==> config.mk <==
export PLATFORM = sky130hd
export DESIGN_NAME = branch_redirect_pc
export DESIGN_NICKNAME = d
export VERILOG_FILES = /design/src/rtl/branch_redirect_pc.sv
export SDC_FILE = /design/constraint.sdc
export NUM_CORES = 1
export LEC_CHECK = 0
export CORE_AREA = 2 2 133 135
export DETAILED_ROUTE_END_ITERATION = 10
export DIE_AREA = 0 0 135 137
export PLACE_DENSITY = 0.67
export SYNTH_ARGS = -nofsm -noshare
export SYNTH_HDL_FRONTEND = slang
export SYNTH_SLANG_ARGS = --single-unit
==> constraint.sdc <==
create_clock -name clk_i -period 2.3 [get_ports clk_i]
set_clock_uncertainty 0.05 [all_clocks]
set_input_delay 0.23 -clock clk_i [delete_from_list [all_inputs] [get_ports clk_i]]
set_output_delay 0.23 -clock clk_i [all_outputs]
set_load 0.02 [all_outputs]
==> src/rtl/branch_redirect_pc.sv <==
// branch_redirect_pc: fetch PC register with BEQ resolution in ID.
// A taken branch redirects fetch to id_pc_i + imm_shifted_i and flushes IF/ID.
// A taken branch seen during a cache stall is parked in PEND until the stall
// releases, then applied.
// Optional macro BRANCH_STATS_EN adds branch/taken event counters.
module branch_redirect_pc #(
  parameter logic [31:0] RESET_PC = 32'h0000_0000
) (
  input  logic        clk_i,
  input  logic        rst_i,
  input  logic        start_i,
  input  logic        pc_write_i,
  input  logic        mem_stall_i,
  input  logic        branch_i,
  input  logic [31:0] rs1_data_i,
  input  logic [31:0] rs2_data_i,
  input  logic [31:0] id_pc_i,
  input  logic [31:0] imm_shifted_i,
  output logic [31:0] pc_o,
  output logic        flush_o,
`ifdef BRANCH_STATS_EN
  output logic [31:0] branch_cnt_o,
  output logic [31:0] taken_cnt_o,
`endif
  output logic        redirect_pending_o
);

  typedef enum logic [1:0] {
    IDLE = 2'd0,
    RUN  = 2'd1,
    PEND = 2'd2
  } state_t;

  state_t      state;
  logic [31:0] pend_target;
  logic        taken;
  logic [31:0] target;
  logic        pend_exit;

  // Branch decision and target; carry out of the add is dropped.
  always_comb begin
    taken     = branch_i & pc_write_i & (rs1_data_i == rs2_data_i);
    target    = id_pc_i + imm_shifted_i;
    pend_exit = (state == PEND) & ~mem_stall_i;
  end

  // IF/ID flush: taken redirect in an unstalled RUN cycle, or PEND release.
  always_comb begin
    flush_o = 1'b0;
    if (!rst_i && !mem_stall_i) begin
      case (state)
        RUN:     flush_o = taken;
        PEND:    flush_o = 1'b1;
        default: flush_o = 1'b0;
      endcase
    end
  end

  // State, PC and pending-redirect registers; stall outranks branch outranks increment.
  always_ff @(posedge clk_i) begin
    if (rst_i) begin
      state              <= IDLE;
      pc_o               <= RESET_PC;
      pend_target        <= '0;
      redirect_pending_o <= 1'b0;
    end else begin
      case (state)
        IDLE: begin
          if (start_i) state <= RUN;
        end
        RUN: begin
          if (mem_stall_i) begin
            if (taken) begin
              pend_target        <= target;
              state              <= PEND;
              redirect_pending_o <= 1'b1;
            end
          end else if (taken) begin
            pc_o <= target;
          end else if (pc_write_i) begin
            pc_o <= pc_o + 32'd4;
          end
        end
        PEND: begin
          if (!mem_stall_i) begin
            pc_o               <= pend_target;
            state              <= RUN;
            redirect_pending_o <= 1'b0;
          end
        end
        default: begin
          state              <= IDLE;
          redirect_pending_o <= 1'b0;
        end
      endcase
    end
  end

`ifdef BRANCH_STATS_EN
  // Event counters; a stalled branch is counted once, when PEND releases.
  always_ff @(posedge clk_i) begin
    if (rst_i) begin
      branch_cnt_o <= '0;
      taken_cnt_o  <= '0;
    end else begin
      if (((state == RUN) & branch_i & pc_write_i & ~mem_stall_i) | pend_exit)
        branch_cnt_o <= branch_cnt_o + 32'd1;
      if (((state == RUN) & taken & ~mem_stall_i) | pend_exit)
        taken_cnt_o <= taken_cnt_o + 32'd1;
    end
  end
`endif

endmodule
==> impl_metrics.tcl <==
set metrics [dict create \
    port_buffers 167 \
    ys_dominant_reg_cell "dfxtp_1" \
    synthArstFlopShare_pct 0 \
    cts.sinks 67 \
    grt_pass1_vias 6927 \
    fillers 1466 \
    grt_overflow 0 \
    fin_crit_sh_pct 102 \
    period_minus_slack_ps 2350 \
    switching_power_w 0.00141 \
    ys_seq_elements 67 \
    synth_nets 948 \
    path_common_cell "buf_6" \
    place.gp.congestion 0.884 \
    ioPinCount 168 \
    synth_top_area_share_pct 23.0 \
    core_um2 17100 \
    row_count 48 \
    p_leak_nw 4.21 \
    cp.arrival_ps 2540 \
    worst_slew_pin_slew_ps 513 \
    dr.pass1.iters 5 \
    antenna_found_initial 0 \
    vias 7137 \
    synth_cells 778 \
    yosysWarnings 0 \
    dp_hpwl_um 16000 \
    max-slew-margin-rel_pct 65.6 \
    fp.dieH_um 137 \
    rsz0062_at_grt "yes" \
    vias_per_cell 5.33 \
    cts_tree "done" \
    seq_area_frac_synth_pct 23.0 \
    ant_nets 0 \
    p_int_w 0.00317 \
    die_area_um2 18500 \
    synthTopCellsByCount "a21oi_1, nand2_1, dfxtp_1, nor2_1, o21ai_0" \
    cts_buffers 9 \
    cts_max_path_buffers 2 \
    num_antenna_cells 0 \
    hold_class "primary input to flip-flop" \
    fin_util_pct 59.5 \
    syn2layout_area_growth_pct 74.3 \
    regArea_um2 1340 \
    cts-root-buf "clkbuf_16" \
    violations "negative setup slack" \
    path_buf_inv 2 \
    cp_max_fo 3 \
    drc 0 \
    ir_drop_uv 397 \
    crit_type "primary input to flip-flop" \
    hold_viol_final 0 \
    max_clock_freq_mhz 425 \
    htree_levels 3 \
    synth_top_cell_by_area "dfxtp_1" \
    holdPathStages 4 \
    finalSetupViolCount 2 \
    grt_max_degree 45 \
    cp_cell_sequence "buf_6 -> ha_4 -> fa_2 -> a21oi_2 -> nand4b_1 -> a21o_1 -> a41o_4 -> a41oi_4 -> buf_6 -> a311oi_4 -> mux2i_1 -> a31o_1" \
    drive_gt1_share_pct 31.3 \
    grt_first_pass_wirelength_um 33600 \
    multi_input_area_um2 5030 \
    clock_power_share_pct 35.0 \
    clk_latency_ps 340 \
    grtUsageTotal_pct 22.6 \
    crit_family "compound AO/OA/AOI/OAI gates" \
    cpPeakStageDelay_ps 360 \
    finalSetupTns_ps -57.1 \
    drt_wl_total_um 21800 \
    layout_setup_ws_ps -53.1 \
    layout.nets 1278 \
    switching_share_pct 30.7 \
    seq_power_share_pct 26.6 \
    end_kind "flip-flop" \
    drtIter0Drc 409 \
    synth_area_leaders "dfxtp_1, ha_1, a21oi_1" \
    slew_violations 0 \
    reg2regPathDepth 9 \
    synth.most_common_cell "a21oi_1" \
    synth-edff-count 0 \
    synth_cell_types 71 \
    syn_area_per_cell_um2 7.49 \
    power_frac_comb_pct 38.4 \
    cp_data_required_time_ps 2480 \
    syn-cell-area_um2 5830 \
    start_util_pct 34.2 \
    die_w_um 135 \
    wl_per_cell_um 16.3 \
    maxCapViolations 0 \
    outcome "finished, violations left" \
    ctsHoldBuffers 0 \
    start_kind "primary input" \
    path_clk_slew_ps 60 \
    cp.depth 12 \
    power.density_nw_per_um2 450 \
    cp_slowest_cell "fa_2" \
]
worst paths after layout:
| kind | from | slack [ps] | endpoint |
|---|---|---|---|
| worst min register to register | pend_target[27]$_SDFFE_PP0P_ | 400 | pend_target[27]$_SDFFE_PP0P_ |
| worst min-delay path | id_pc_i[0] | 260 | pend_target[0]$_SDFFE_PP0P_ |
| worst max-delay path | imm_shifted_i[0] | -50 | pend_target[26]$_SDFFE_PP0P_ |
| worst max register to register | pc_o[2]$_SDFFE_PP0P_ | 160 | pc_o[28]$_SDFFE_PP0P_ |
placed cells by master (no fill, tap or decap), drive strengths merged, types with 4 or more instances in the layout:
master and count:
a211o 9, a211oi 16, a21o 15, a21oi 89, a221oi 5, a31o 4, a31oi 10, and2 9
and3 17, buf 197, clkbuf 23, clkdlybuf4s15 19, clkdlybuf4s50 64, dfxtp 67, dlygate4sd2 57, dlymetal6s2s 11
ha 35, inv 17, mux2i 8, nand2 81, nand3 31, nand3b 6, nand4 14, nor2 56
nor2b 14, nor3 23, nor3b 4, nor4 14, o211ai 4, o21ai 57, o21bai 5, or3 5
xnor2 38, xor2 46
per-layer routing:
metal | GRT usage, % | share of wire (%) | up-vias
li1 | - | - | 3473
met1 | 27.4 | 42 | 3364
met2 | 40.3 | 49 | 269
met3 | 3.96 | 6.9 | 31
met4 | 7.41 | 2.3 | 0
met5 | 0 | 0 | -
power groups by stage:
stage | registers, W | logic, W | clock network, W
global placement | 0.00124 | 0.00147 | 0
finish | 0.00122 | 0.00175 | 0.00160
CTS | 0.00122 | 0.00163 | 0.00162
global route | 0.00122 | 0.00189 | 0.00166
detailed placement | 0.00124 | 0.00148 | 0
floorplan | 0.00128 | 0.000677 | 0
registers in the layout, summed over array words and instances, names as in the netlist:
signal,cells
pc_o,32
pend_target,32
state,2
redirect_pending_o,1
what timing repair did:
item | CTS | global route
pin swaps | 93 | 62
buffers inserted | 22 | 13
endpoints found under the setup margin | 60 | 50
gates resized for setup | 186 | 104
worst reg2reg max path, cell delays in order, from the launching register on:
cell and delay (ps):
dfxtp_1 330, ha_1 190, nand4_1 170, nor2_1 250, nand2_1 190, nor2_1 170, nand2_1 80, xor2_1 160
a211o_1 340, a31oi_1 150
cell families (layout without fill, tap and decap cells):
kind of cell	count (synthesis)	in the layout	synth area share [%]
flops	67	67	23.0
simple gates	284	284	24.9
buf+inv	59	394	4.19
mux	10	10	1.76
xor+xnor	84	84	12.6
fa+ha+maj	36	36	7.86
compound gates	238	238	25.6
final cells by class:
cell class / instances / share of cell area [%]
clock buffers: 10 / 2.25
clock inverters: 6 / 1.12
inverters: 17 / 0.628
multi-input cells: 652 / 49.5
flip-flops and latches: 67 / 13.2
well taps: 225 / 2.77
repair buffers: 361 / 30.5
per-stage QoR:
stage,instance area (µm²),cells,power (W),hold slack [ps],setup slack [ps]
2_1_floorplan,5880,778,0.00196,382,-30.8
3_3_place_gp,8920,1290,0.00271,389,-803
3_5_place_dp,8920,1290,0.00272,397,-829
4_1_cts,9790,1325,0.00446,248,-30.0
5_1_grt,10200,1338,0.00477,281,-117
6_report,10200,1338,0.00457,264,-53.1
(Power assumes the default switching activity.)
